<file path="config.mk">
export PLATFORM = sky130hd
export DESIGN_NAME = qsfp_i2c_rstseq
export DESIGN_NICKNAME = d
export VERILOG_FILES = /design/src/rtl/qsfp_i2c_pkg.sv /design/src/rtl/qsfp_rstseq_timer.sv /design/src/rtl/qsfp_i2c_rstseq.sv
export SDC_FILE = /design/constraint.sdc
export NUM_CORES = 1
export LEC_CHECK = 0
export ABC_AREA = 1
export CAP_MARGIN = 15
export CORE_MARGIN = 5
export CORE_UTILIZATION = 49
export DETAILED_ROUTE_END_ITERATION = 6
export PLACE_DENSITY = 0.94
export SYNTH_ARGS = -nofsm -noshare
export SYNTH_HDL_FRONTEND = slang
export SYNTH_SLANG_ARGS = --single-unit
</file>
<file path="constraint.sdc">
create_clock -name sys_if_clk -period 3 [get_ports sys_if_clk]
set_input_delay 0.6 -clock sys_if_clk [delete_from_list [all_inputs] [get_ports sys_if_clk]]
set_output_delay 0.6 -clock sys_if_clk [all_outputs]
set_load 0.01 [all_outputs]
</file>
<file path="src/rtl/qsfp_i2c_pkg.sv">
// qsfp_i2c_pkg: register map, reset-release step data and sequencer state
// encoding shared by the QSFP I2C reset sequencer.
package qsfp_i2c_pkg;

  localparam logic [31:0] ADDR_CONTROL    = 32'h0000_0014;
  localparam logic [31:0] ADDR_STATUS_TOP = 32'h0000_0020;
  localparam logic [31:0] ADDR_STATUS_P0  = 32'h0000_0028;
  localparam logic [31:0] ADDR_STATUS_P1  = 32'h0000_002C;
  localparam logic [31:0] ADDR_STATUS_P2  = 32'h0000_0030;
  localparam logic [31:0] ADDR_STATUS_P3  = 32'h0000_0034;

  // CONTROL reset-release bit positions
  localparam int unsigned CTRL_BIT_TOP   = 0;
  localparam int unsigned CTRL_BIT_I2C   = 1;
  localparam int unsigned CTRL_BIT_MUX0  = 2;
  localparam int unsigned CTRL_BIT_MUX1  = 3;
  localparam int unsigned CTRL_BIT_QSFP0 = 4;

  localparam logic [2:0] LAST_STEP = 3'd4;

  // Cumulative CONTROL value written at each step; entry 0 is step 0.
  localparam logic [4:0][7:0] STEP_WDATA = {8'hFF, 8'h0F, 8'h07, 8'h03, 8'h01};

  typedef enum logic [2:0] {
    S_IDLE,
    S_WR,
    S_GAP,
`ifdef QSFP_RSTSEQ_INSERT_GATE_EN
    S_RD_INS,
`endif
    S_POLL_SETUP,
    S_POLL,
    S_ABORT_WR
  } seq_state_e;

  // Address of STATUS_Pn; the per-port status registers are word-spaced.
  function automatic logic [31:0] status_port_addr(input logic [1:0] idx);
    return ADDR_STATUS_P0 + {28'd0, idx, 2'b00};
  endfunction

endpackage

</file>
<file path="src/rtl/qsfp_rstseq_timer.sv">
// qsfp_rstseq_timer: loadable down-counter that saturates at zero.
// zero_o is high in the cycle the count reaches zero (count is 1) or once it
// already sits at zero, so a waiting FSM can leave on that same cycle.
module qsfp_rstseq_timer #(
  parameter int unsigned MAX = 1
) (
  input  logic clk_i,
  input  logic rst_ni,
  input  logic load_i,
  input  logic en_i,
  output logic zero_o
);
  localparam int unsigned W = $clog2(MAX + 1);

  logic [W-1:0] cnt_q, cnt_d;

  // next count: load has priority, decrement saturates at zero
  always_comb begin
    cnt_d = cnt_q;
    if (load_i) begin
      cnt_d = W'(MAX);
    end else if (en_i && (cnt_q != '0)) begin
      cnt_d = cnt_q - W'(1);
    end
  end

  // count register
  always_ff @(posedge clk_i or negedge rst_ni) begin
    if (!rst_ni) cnt_q <= '0;
    else         cnt_q <= cnt_d;
  end

  assign zero_o = (cnt_q <= W'(1));

endmodule

</file>
<file path="src/rtl/qsfp_i2c_rstseq.sv">
// qsfp_i2c_rstseq: releases the QSFP I2C CONTROL resets in a fixed order,
// then polls STATUS_TOP for the ready state or times out.
// Optional macro QSFP_RSTSEQ_INSERT_GATE_EN: read STATUS_P0..P3 before the
// last step and release only the ports whose inserted bit (bit 8) is set.
//
// state        | meaning
// IDLE         | waiting for start
// WR           | CONTROL write strobe on the bus
// GAP          | idle gap after a write
// RD_INS       | (macro only) reading per-port insertion bits
// POLL_SETUP   | point m_addr at STATUS_TOP, arm timeout
// POLL         | compare STATUS_TOP with the ready value
// ABORT_WR     | write 0 to CONTROL, re-asserting every reset
module qsfp_i2c_rstseq
  import qsfp_i2c_pkg::*;
#(
  parameter int unsigned STEP_DLY        = 1000,
  parameter int unsigned POLL_TIMEOUT    = 100000,
  parameter logic [7:0]  TOP_READY_STATE = 8'h02
) (
  input  logic        sys_if_clk,
  input  logic        sys_if_rstn,
  input  logic        start,
  input  logic        abort,
  output logic        seq_busy,
  output logic        seq_done,
  output logic        seq_error,
  output logic [2:0]  seq_step,
  output logic        m_wen,
  output logic [31:0] m_addr,
  output logic [31:0] m_wdata,
  input  logic [31:0] m_rdata
);
  seq_state_e  state_q;
  logic        busy_q, done_q, error_q, wen_q;
  logic [2:0]  step_q;
  logic [31:0] addr_q, wdata_q;
  logic        gap_load, gap_en, gap_zero;
  logic        poll_load, poll_en, poll_zero;
  logic        ready;
  logic        unused_rdata;
`ifdef QSFP_RSTSEQ_INSERT_GATE_EN
  logic [3:0]  ins_q;
  logic [1:0]  ins_idx_q;
  logic        ins_ph_q;
`endif

  assign gap_load  = (state_q == S_WR);
  assign gap_en    = (state_q == S_GAP);
  assign poll_load = (state_q == S_POLL_SETUP);
  assign poll_en   = (state_q == S_POLL);
  assign ready     = (m_rdata[7:0] == TOP_READY_STATE);
  assign unused_rdata = ^m_rdata[31:8];

  qsfp_rstseq_timer #(.MAX(STEP_DLY)) u_gap_timer (
    .clk_i (sys_if_clk),
    .rst_ni(sys_if_rstn),
    .load_i(gap_load),
    .en_i  (gap_en),
    .zero_o(gap_zero)
  );

  qsfp_rstseq_timer #(.MAX(POLL_TIMEOUT)) u_poll_timer (
    .clk_i (sys_if_clk),
    .rst_ni(sys_if_rstn),
    .load_i(poll_load),
    .en_i  (poll_en),
    .zero_o(poll_zero)
  );

  // sequencer FSM with registered bus and status outputs
  always_ff @(posedge sys_if_clk or negedge sys_if_rstn) begin
    if (!sys_if_rstn) begin
      state_q <= S_IDLE;
      busy_q  <= 1'b0;
      done_q  <= 1'b0;
      error_q <= 1'b0;
      wen_q   <= 1'b0;
      step_q  <= 3'd0;
      addr_q  <= ADDR_CONTROL;
      wdata_q <= 32'd0;
`ifdef QSFP_RSTSEQ_INSERT_GATE_EN
      ins_q     <= 4'd0;
      ins_idx_q <= 2'd0;
      ins_ph_q  <= 1'b0;
`endif
    end else begin
      wen_q  <= 1'b0;
      done_q <= 1'b0;
      if (abort && (state_q != S_IDLE)) begin
        state_q <= S_ABORT_WR;
        addr_q  <= ADDR_CONTROL;
        wdata_q <= 32'd0;
        wen_q   <= 1'b1;
      end else begin
        unique case (state_q)
          S_IDLE: begin
            if (start) begin
              state_q <= S_WR;
              busy_q  <= 1'b1;
              error_q <= 1'b0;
              step_q  <= 3'd0;
              addr_q  <= ADDR_CONTROL;
              wdata_q <= {24'd0, STEP_WDATA[0]};
              wen_q   <= 1'b1;
            end
          end
          S_WR: state_q <= S_GAP;
          S_GAP: begin
            if (gap_zero) begin
              if (step_q == LAST_STEP) begin
                state_q <= S_POLL_SETUP;
`ifdef QSFP_RSTSEQ_INSERT_GATE_EN
              end else if (step_q == LAST_STEP - 3'd1) begin
                state_q   <= S_RD_INS;
                addr_q    <= ADDR_STATUS_P0;
                ins_idx_q <= 2'd0;
                ins_ph_q  <= 1'b0;
`endif
              end else begin
                state_q <= S_WR;
                step_q  <= step_q + 3'd1;
                addr_q  <= ADDR_CONTROL;
                wdata_q <= {24'd0, STEP_WDATA[step_q + 3'd1]};
                wen_q   <= 1'b1;
              end
            end
          end
`ifdef QSFP_RSTSEQ_INSERT_GATE_EN
          // phase 0 samples the port shown on m_addr, phase 1 moves on
          S_RD_INS: begin
            if (!ins_ph_q) begin
              ins_q[ins_idx_q] <= m_rdata[8];
              ins_ph_q         <= 1'b1;
            end else if (ins_idx_q == 2'd3) begin
              state_q <= S_WR;
              step_q  <= LAST_STEP;
              addr_q  <= ADDR_CONTROL;
              wdata_q <= {24'd0, ins_q, 4'hF};
              wen_q   <= 1'b1;
            end else begin
              ins_idx_q <= ins_idx_q + 2'd1;
              addr_q    <= status_port_addr(ins_idx_q + 2'd1);
              ins_ph_q  <= 1'b0;
            end
          end
`endif
          S_POLL_SETUP: begin
            state_q <= S_POLL;
            addr_q  <= ADDR_STATUS_TOP;
          end
          // a match on the expiring cycle still counts as success
          S_POLL: begin
            if (ready) begin
              state_q <= S_IDLE;
              busy_q  <= 1'b0;
              done_q  <= 1'b1;
              addr_q  <= ADDR_CONTROL;
            end else if (poll_zero) begin
              state_q <= S_IDLE;
              busy_q  <= 1'b0;
              error_q <= 1'b1;
            end
          end
          S_ABORT_WR: begin
            state_q <= S_IDLE;
            busy_q  <= 1'b0;
          end
          default: begin
            state_q <= S_IDLE;
            busy_q  <= 1'b0;
          end
        endcase
      end
    end
  end

  assign seq_busy  = busy_q;
  assign seq_done  = done_q;
  assign seq_error = error_q;
  assign seq_step  = step_q;
  assign m_wen     = wen_q;
  assign m_addr    = addr_q;
  assign m_wdata   = wdata_q;

endmodule

</file>
==> results of run 1 <==
-- kinds of logic (layout without fill, tap and decap cells) --
kind of cell | after synthesis | in the layout | share of synthesized area
AND/OR/NAND/NOR | 210 | 210 | 0.3168
XOR/XNOR | 8 | 8 | 0.02301
flip-flops | 44 | 44 | 0.3620
other | 1 | 53 | 0.001231
AO/OA/AOI/OAI | 37 | 37 | 0.07395
adder cells (fa/ha/maj) | 8 | 8 | 0.03287
buffers and inverters | 95 | 73 | 0.1902
-- power by group --
group	switching [mW]	internal [mW]	total (mW)
sequential	0.200	0.795	0.995
clock	0.213	0.187	0.400
combinational	0.872	0.460	1.33
-- layer usage --
metal  global-route usage  part of all wire  routed length (microns)  up-vias
met5                    0                 0                        0        -
met3              0.04376             0.048                      303        4
met4              0.03022            0.0046                       29        0
met2               0.3185              0.56                     3525       63
met1               0.1903              0.38                     2401     1194
li1                     -                 -                        -     1233
-- path summary, 6_finish.rpt --
check,from,depth (start not counted),slack [ns],endpoint
min in group sys_if_clk,m_addr[4],2,0.48,m_addr[4]
max in group asynchronous,sys_if_rstn,1,1.93,u_poll_timer.cnt_q[16]
worst max-delay path,m_addr[4],1,1.01,m_addr[4]
worst min register to register,m_addr[4],2,0.48,m_addr[4]
worst min-delay path,sys_if_rstn,1,0.46,u_poll_timer.cnt_q[6]
worst max register to register,u_poll_timer.cnt_q[0],10,1.13,u_poll_timer.cnt_q[2]
-- Yosys cell counts (6+ instances only) --
library cell,number,share of area
dfrtp_1,43,0.35
o21ai_0,16,0.026
nand2_1,97,0.12
ha_1,8,0.033
nand4_1,7,0.014
inv_2,6,0.0074
inv_1,30,0.037
xor2_1,6,0.017
buf_4,57,0.14
nor2_1,53,0.065
nand3_1,25,0.041
-- final cells by class --
type | instances | share of cell area
timing repair buffer | 29 | 0.08716
sequential | 44 | 0.3368
clock inverter | 2 | 0.004587
multi-input combinational | 316 | 0.4763
inverter | 36 | 0.04128
tap | 75 | 0.02867
clock buffer | 6 | 0.02523
-- through the flow --
step | cell area (sq um) | std cells
CTS | 3273 | 508
global placement | 3176 | 500
finish | 3273 | 508
floorplan | 3241 | 455
global route | 3273 | 508
detailed placement | 3176 | 500
-- flip-flops by register name (all words and copies together), names as in the netlist, 2 cells and up --
register	count
u_poll_timer.cnt_q	17
u_gap_timer.cnt_q	10
m_wdata	5
seq_step	3
state_q	3
m_addr	2
==> impl_metrics.ini, run 1 <==
[sta]
timing_max_transition_violations_final = 0
number_of_setup_violations_in_the_final_report = 0
finalCriticalPeriod_ns = 1.993
fin_tns_setup_ns = 0
transition_time_at_the_pin_with_the_least_slew_margin_ns = 0.9895
slew_headroom = 0.3404
clock_skew_ns = 0.007891
finalCritPeriodShare = 0.6642
holdWs_ns = 0.4597
setup_slack_ns = 1.007
fmax_ghz = 0.5018
grt_setup_unrepaired = no
finalHoldViolCount = 0

[pwr]
lkg_pwr_nw = 1.618
power.total_mw = 2.726
p_per_area_nw_per_um2 = 832.9
largest_vdd_supply_drop_uv = 481.5

[route]
firstDrtPassIters = 5
wl_per_cell_microns = 12.32
post-route-drc-count = 0
drtIter0Drc = 81
wl_microns = 6260
detail_route.vias_per_cell = 4.909
via_count = 2494
detail-route-antenna-nets = 0

[global_route]
first_global_vias = 2407
initial_antenna_violation_count = 0
grt_max_degree = 45
globalRouteTotalUtil = 0.1684
grt_first_pass_wirelength_microns = 10560
globalRoute.totalOverflow = 0

[clocking]
postCtsHoldBufs = 0
cts_root_buffer = clkbuf_8
number_of_buffers_inserted_during_clock_tree_synthesis = 5
clock_transition_at_the_registers_of_the_reported_paths_ns = 0.09
worst_skew_pair.late_latency_ns = 0.30
cts.sink_count = 44
cts_tree = built
cts_max_level = 2
clk_path_buf_depth = 2
cts_resized = 0
cts_setup_buffers = 0

[yosys]
synthesis.yosys.warnings = 0
postSynth.asyncResetShare = 1.000
syn-instance-count = 403
synthDistinctLibCells = 34
postSynthAreaPerCell_sq_um = 7.557
synth_edf_count = 0
synth_ff_type = dfrtp_1
portion_of_the_post_synthesis_area_used_by_sequential_elements = 0.3620
yosys_register_bits = 44
syn_area_sq_um = 3045

[worst_hold_path]
hold_class = input port to async pin

[cells_and_area]
area_delta_synth_final_pct = 7.477
antennaDiodeCount = 0
layout-drive-gt1-share = 0.09469
multi_input_comb_area_sq_um = 1559
seqCellArea_sq_um = 1102
most_common_library_cell_in_the_layout_ignoring_fill_and_taps = nand2_1
number_of_filler_cells_placed_in_the_layout = 537
num-nets-final = 476
finish.utilization = 0.5464
final_cell_mix = nand2_1, nor2_1, conb_1

[flow_run]
number_of_max_capacitance_violations_reported = 0

[critical_path]
critPathBufInv = 1
worstSetupPathType = flip-flop to primary output
timing.critical_path.slowest_stage_cell = dfstp_2
start_kind = flip-flop
worstSetupEndpointType = primary output
timing.critical_path.required_ns = 2.40
crit_chain = clkdlybuf4s50_1
timing.critical_path.slowest_cell_delay_ns = 0.55
crit_fanout = 3
crit_family = flip-flops
timing.critical_path.arrival_ns = 1.39

[placed_design]
dp_hpwl_microns = 4902
post_place_worst_slack_ns = 0.9683
io_buffers = 29
routabilityCongestion = 0.9225

[floorplan]
die_height_microns = 88.84
placement_rows = 28
io-pin-count = 107
design.die.area_sq_um = 7892
die_width_microns = 88.84
core-area_sq_um = 5991
initial_core_util = 0.5084

[status]
run_status = finished clean
(Power assumes the default switching activity.)
==> run 2: changes to the inputs <==
CORE_UTILIZATION = 41   (was 49)
PLACE_DENSITY = 0.85   (was 0.94)
clock period = 1.7 ns   (was 3 ns; I/O delays follow)
==> impl_metrics.ini, run 2 (same netlist as run 1, synthesis figures left out) <==
[cells_and_area]
most_common_library_cell_in_the_layout_ignoring_fill_and_taps = nand2_1
layout-drive-gt1-share = 0.1432
area_delta_synth_final_pct = 13.89
multi_input_comb_area_sq_um = 1590
antennaDiodeCount = 0
seqCellArea_sq_um = 1106
design_area_sq_um = 3468
number_of_flip_flops_under_the_largest_register_name = 17
final_cell_mix = nand2_1, conb_1, nor2_1
num-nets-final = 490
instances_no_fill = 546
top_register = u_poll_timer.cnt_q
number_of_filler_cells_placed_in_the_layout = 711

[flow_run]
number_of_max_capacitance_violations_reported = 0

[critical_path]
timing.critical_path.arrival_ns = 1.27
timing.critical_path.slowest_stage_cell = clkdlybuf4s50_1
crit_fanout = 5
crit_family = buffers and inverters
timing.critical_path.slowest_cell_delay_ns = 0.55
start_kind = flip-flop
worstSetupPathType = flip-flop to primary output
timing.critical_path.required_ns = 1.36
critPathBufInv = 1
worstSetupEndpointType = primary output
crit_chain = clkdlybuf4s50_1

[route]
via_count = 2575
wl_microns = 6559
wl_per_cell_microns = 12.01
detail-route-antenna-nets = 0
post-route-drc-count = 0
drtIter0Drc = 86
detail_route.vias_per_cell = 4.716
firstDrtPassIters = 4

[sta]
timing_max_transition_violations_final = 0
fmax_ghz = 0.6205
finalHoldViolCount = 0
number_of_setup_violations_in_the_final_report = 0
finalCriticalPeriod_ns = 1.612
grt_setup_unrepaired = no
clock_skew_ns = 0.003011
finalCritPeriodShare = 0.9480
fin_tns_setup_ns = 0

[clocking]
cts.sink_count = 44
cts_tree = built
cts_max_level = 2
number_of_buffers_inserted_during_clock_tree_synthesis = 5
clock_transition_at_the_registers_of_the_reported_paths_ns = 0.09
clk_path_buf_depth = 2
cts_root_buffer = clkbuf_8
worst_skew_pair.late_latency_ns = 0.30

[pwr]
p_comb_frac = 0.501
p_per_area_nw_per_um2 = 1489
switchingPower_mw = 2.353
largest_vdd_supply_drop_uv = 725.1
seqPwrFrac = 0.341
switching_share = 0.4555
power_report.internal_total_mw = 2.813
lkg_pwr_nw = 1.697
pwr-share-clk = 0.158

[global_route]
globalRoute.totalOverflow = 0
grt_first_pass_wirelength_microns = 10850
globalRouteTotalUtil = 0.1479
grt_max_degree = 26
first_global_vias = 2441
initial_antenna_violation_count = 0

[worst_hold_path]
hold_class = flip-flop to flip-flop

[placed_design]
io_buffers = 29
dp_hpwl_microns = 4983
post_dp_cell_area_sq_um = 3308
routabilityCongestion = 0.8967
placed_cells = 536

[status]
run_status = finished clean

[floorplan]
design.die.area_sq_um = 9252
die_height_microns = 96.19
die_width_microns = 96.19
core-area_sq_um = 7253
initial_core_util = 0.4199
io-pin-count = 107
placement_rows = 31
## run 2: cell types whose count changed in the layout (fill, tap and decap cells not counted), moves of 3 or more
| cell | delta |
|---|---|
| buf_4 | +12 |
| dfrtp_1 | -3 |
| dfrtp_2 | +3 |
| inv_1 | -3 |
## run 2: final timing paths
path / slack (ns) / to / depth (start not counted) / startpoint
min in group asynchronous: 0.53 / seq_done / 2 / sys_if_rstn
max in group asynchronous: 0.65 / seq_step[1] / 3 / sys_if_rstn
min: 0.48 / m_addr[5] / 2 / m_addr[5]
max reg2reg: 0.10 / u_poll_timer.cnt_q[7] / 9 / u_poll_timer.cnt_q[8]
min reg2reg: 0.48 / m_addr[5] / 2 / m_addr[5]
max: 0.09 / seq_step[1] / 1 / seq_step[1]
## run 2: worst min-delay path, stage by stage, from the launching register on
cell and delay (ns):
dfrtp_1 0.35, nand2_1 0.05, nand2_1 0.05
## run 2: per-layer routing
metal,vias to the layer above,global-route usage,routed length (microns)
met2,77,0.2582,3470
li1,1262,-,-
met5,-,0,0
met3,21,0.03440,312
met4,0,0.05095,141
met1,1215,0.1772,2634
## run 2: what timing repair did
item                                   CTS  global route
resized for setup                        3            15
endpoints found under the hold margin    1             0
pin swaps                                0             2
buffers inserted                         0             1
setup endpoints to repair                4            32
hold buffers                             1             0
## run 2: metrics by stage
stage / setup WS (ns) / util / hold WS [ns] / total power, mW
after floorplan: 0.1297 / - / 0.04441 / 3.589
after global placement: 0.05145 / 0.4561 / 0.3131 / 4.134
after detailed placement: 0.01898 / 0.4561 / 0.3283 / 4.249
after CTS: 0.01255 / 0.4723 / 0.4800 / 5.067
after global routing: 0.0004778 / 0.4782 / 0.5181 / 5.622
final: 0.08846 / 0.4782 / 0.4751 / 5.166
## run 2: power by group through the flow
stage          Clock (mW)  Sequential, mW  Combinational, mW
3_3_place_gp            0            1.74               2.39
5_1_grt             0.876            1.81               2.93
6_report            0.816            1.76               2.59
4_1_cts             0.821            1.74               2.50
2_1_floorplan           0            1.72               1.87
3_5_place_dp            0            1.76               2.49
## run 2: layout make-up
type                    instances  share of cell area
clock inverters                 2             0.01010
clock buffers                   6             0.02092
repair buffers                 43              0.1162
multi-input cells             316              0.4585
well taps                      99             0.03571
flip-flops and latches         44              0.3189
inverters                      36             0.03968
==> run 3: changes to the inputs <==
CORE_UTILIZATION = 49   (was 41)
PLACE_DENSITY = 0.94   (was 0.85)
clock period = 2 ns   (was 1.7 ns; I/O delays follow)
==> impl_metrics.ini, run 3 (same netlist as run 1, synthesis figures left out) <==
[route]
wl_microns = 6333
detail-route-antenna-nets = 0
detail_route.vias_per_cell = 4.875
wl_per_cell_microns = 12.39
firstDrtPassIters = 4
post-route-drc-count = 0
via_count = 2491
drtIter0Drc = 130

[floorplan]
die_height_microns = 88.84
io-pin-count = 107
core-area_sq_um = 5991
placement_rows = 28
design.die.area_sq_um = 7892
die_width_microns = 88.84
initial_core_util = 0.5084

[cells_and_area]
final_cell_mix = nand2_1, nor2_1, conb_1
number_of_flip_flops_under_the_largest_register_name = 17
finish.utilization = 0.5562
area_delta_synth_final_pct = 9.409
num-nets-final = 479
antennaDiodeCount = 0
top_register = u_poll_timer.cnt_q
design_area_sq_um = 3332
number_of_filler_cells_placed_in_the_layout = 548
most_common_library_cell_in_the_layout_ignoring_fill_and_taps = nand2_1
layout-drive-gt1-share = 0.1009

[sta]
fmax_ghz = 0.5459
slew_headroom = 0.6575
transition_time_at_the_pin_with_the_least_slew_margin_ns = 0.5137
number_of_setup_violations_in_the_final_report = 0
grt_setup_unrepaired = no
clock_skew_ns = 0.008162
finalHoldViolCount = 0
timing_max_transition_violations_final = 0
finalCritPeriodShare = 0.9160
finalCriticalPeriod_ns = 1.832
fin_tns_setup_ns = 0

[pwr]
p_per_area_nw_per_um2 = 1279
lkg_pwr_nw = 1.654
power.total_mw = 4.260
largest_vdd_supply_drop_uv = 916.5

[critical_path]
timing.critical_path.arrival_ns = 2.05
worstSetupPathType = flip-flop to flip-flop
timing.critical_path.slowest_cell_delay_ns = 0.42
start_kind = flip-flop
critPathMostFrequentCell = nand2_4
r2r-start = u_poll_timer.cnt_q[0]
crit_chain = inv_1 -> ha_1 -> nand2_4 -> nor2_8 -> nand3_4 -> nand2_4 -> nand2_4 -> inv_2 -> nand2_1 -> o21ai_0
critPathBufInv = 2
timing.critical_path.required_ns = 2.22
timing.critical_path.slowest_stage_cell = dfrtp_1
crit_fanout = 11
worstSetupEndpointType = flip-flop
worstSetupStartpoint = u_poll_timer.cnt_q[0]
crit_family = simple AND/OR/NAND/NOR gates

[global_route]
initial_antenna_violation_count = 0
first_global_vias = 2389
grt_max_degree = 25
globalRouteTotalUtil = 0.1702
grt_first_pass_wirelength_microns = 10720
globalRoute.totalOverflow = 0

[clocking]
cts_resized = 0
number_of_buffers_inserted_during_clock_tree_synthesis = 5
clock_transition_at_the_registers_of_the_reported_paths_ns = 0.08
cts_tree = built
postCtsHoldBufs = 0
cts_root_buffer = clkbuf_8
cts.sink_count = 44
cts_max_level = 2
clk_path_buf_depth = 2
worst_skew_pair.late_latency_ns = 0.31
cts_setup_buffers = 0

[placed_design]
dp_hpwl_microns = 4866
post_dp_cell_area_sq_um = 3211
io_buffers = 29
routabilityCongestion = 0.9039

[worst_hold_path]
hold_class = input port to async pin

[status]
run_status = finished clean

[flow_run]
number_of_max_capacitance_violations_reported = 0
-- run 3: where the power goes --
part           internal (mW)  switching, mW  total, mW
clock network          0.409          0.328      0.737
logic                  0.705           1.32       2.03
registers               1.19          0.303       1.49
-- run 3: worst paths after layout --
check                                        end  slack (ns)  depth (start not counted)
setup / recovery           u_poll_timer.cnt_q[8]        0.17                         10
min in group sys_if_clk                m_addr[4]        0.48                          2
setup reg to reg           u_poll_timer.cnt_q[8]        0.17                         10
hold reg to reg                        m_addr[4]        0.48                          2
hold / removal             u_poll_timer.cnt_q[6]        0.05                          1
max in group asynchronous              m_addr[4]        1.38                          2
-- run 3: layout make-up --
cell class	instances	area [sq um]	share of cell area
multi-input cells	316	1559	0.4679
flip-flops and latches	44	1102	0.3308
repair buffers	32	320.3	0.09613
inverters	36	135.1	0.04056
well taps	75	93.84	0.02816
clock buffers	6	82.58	0.02478
clock inverters	2	38.79	0.01164
-- run 3: metal layers --
| layer | GRT usage | vias up | part of all wire |
|---|---|---|---|
| met5 | 0 | - | 0 |
| met4 | 0.05632 | 0 | 0.016 |
| met3 | 0.03166 | 11 | 0.047 |
| met2 | 0.3057 | 64 | 0.53 |
| met1 | 0.2032 | 1187 | 0.41 |
| li1 | - | 1229 | - |
-- run 3: stage by stage --
| step | hold slack [ns] | std cells | setup slack, ns |
|---|---|---|---|
| 6_report | 0.05479 | 511 | 0.1680 |
| 5_1_grt | 0.09316 | 511 | 0.03757 |
| 4_1_cts | 0.07138 | 511 | 0.1740 |
| 3_5_place_dp | 0.4010 | 503 | 0.1959 |
| 3_3_place_gp | 0.3919 | 503 | 0.2168 |
| 2_1_floorplan | 0.1044 | 455 | 0.4297 |
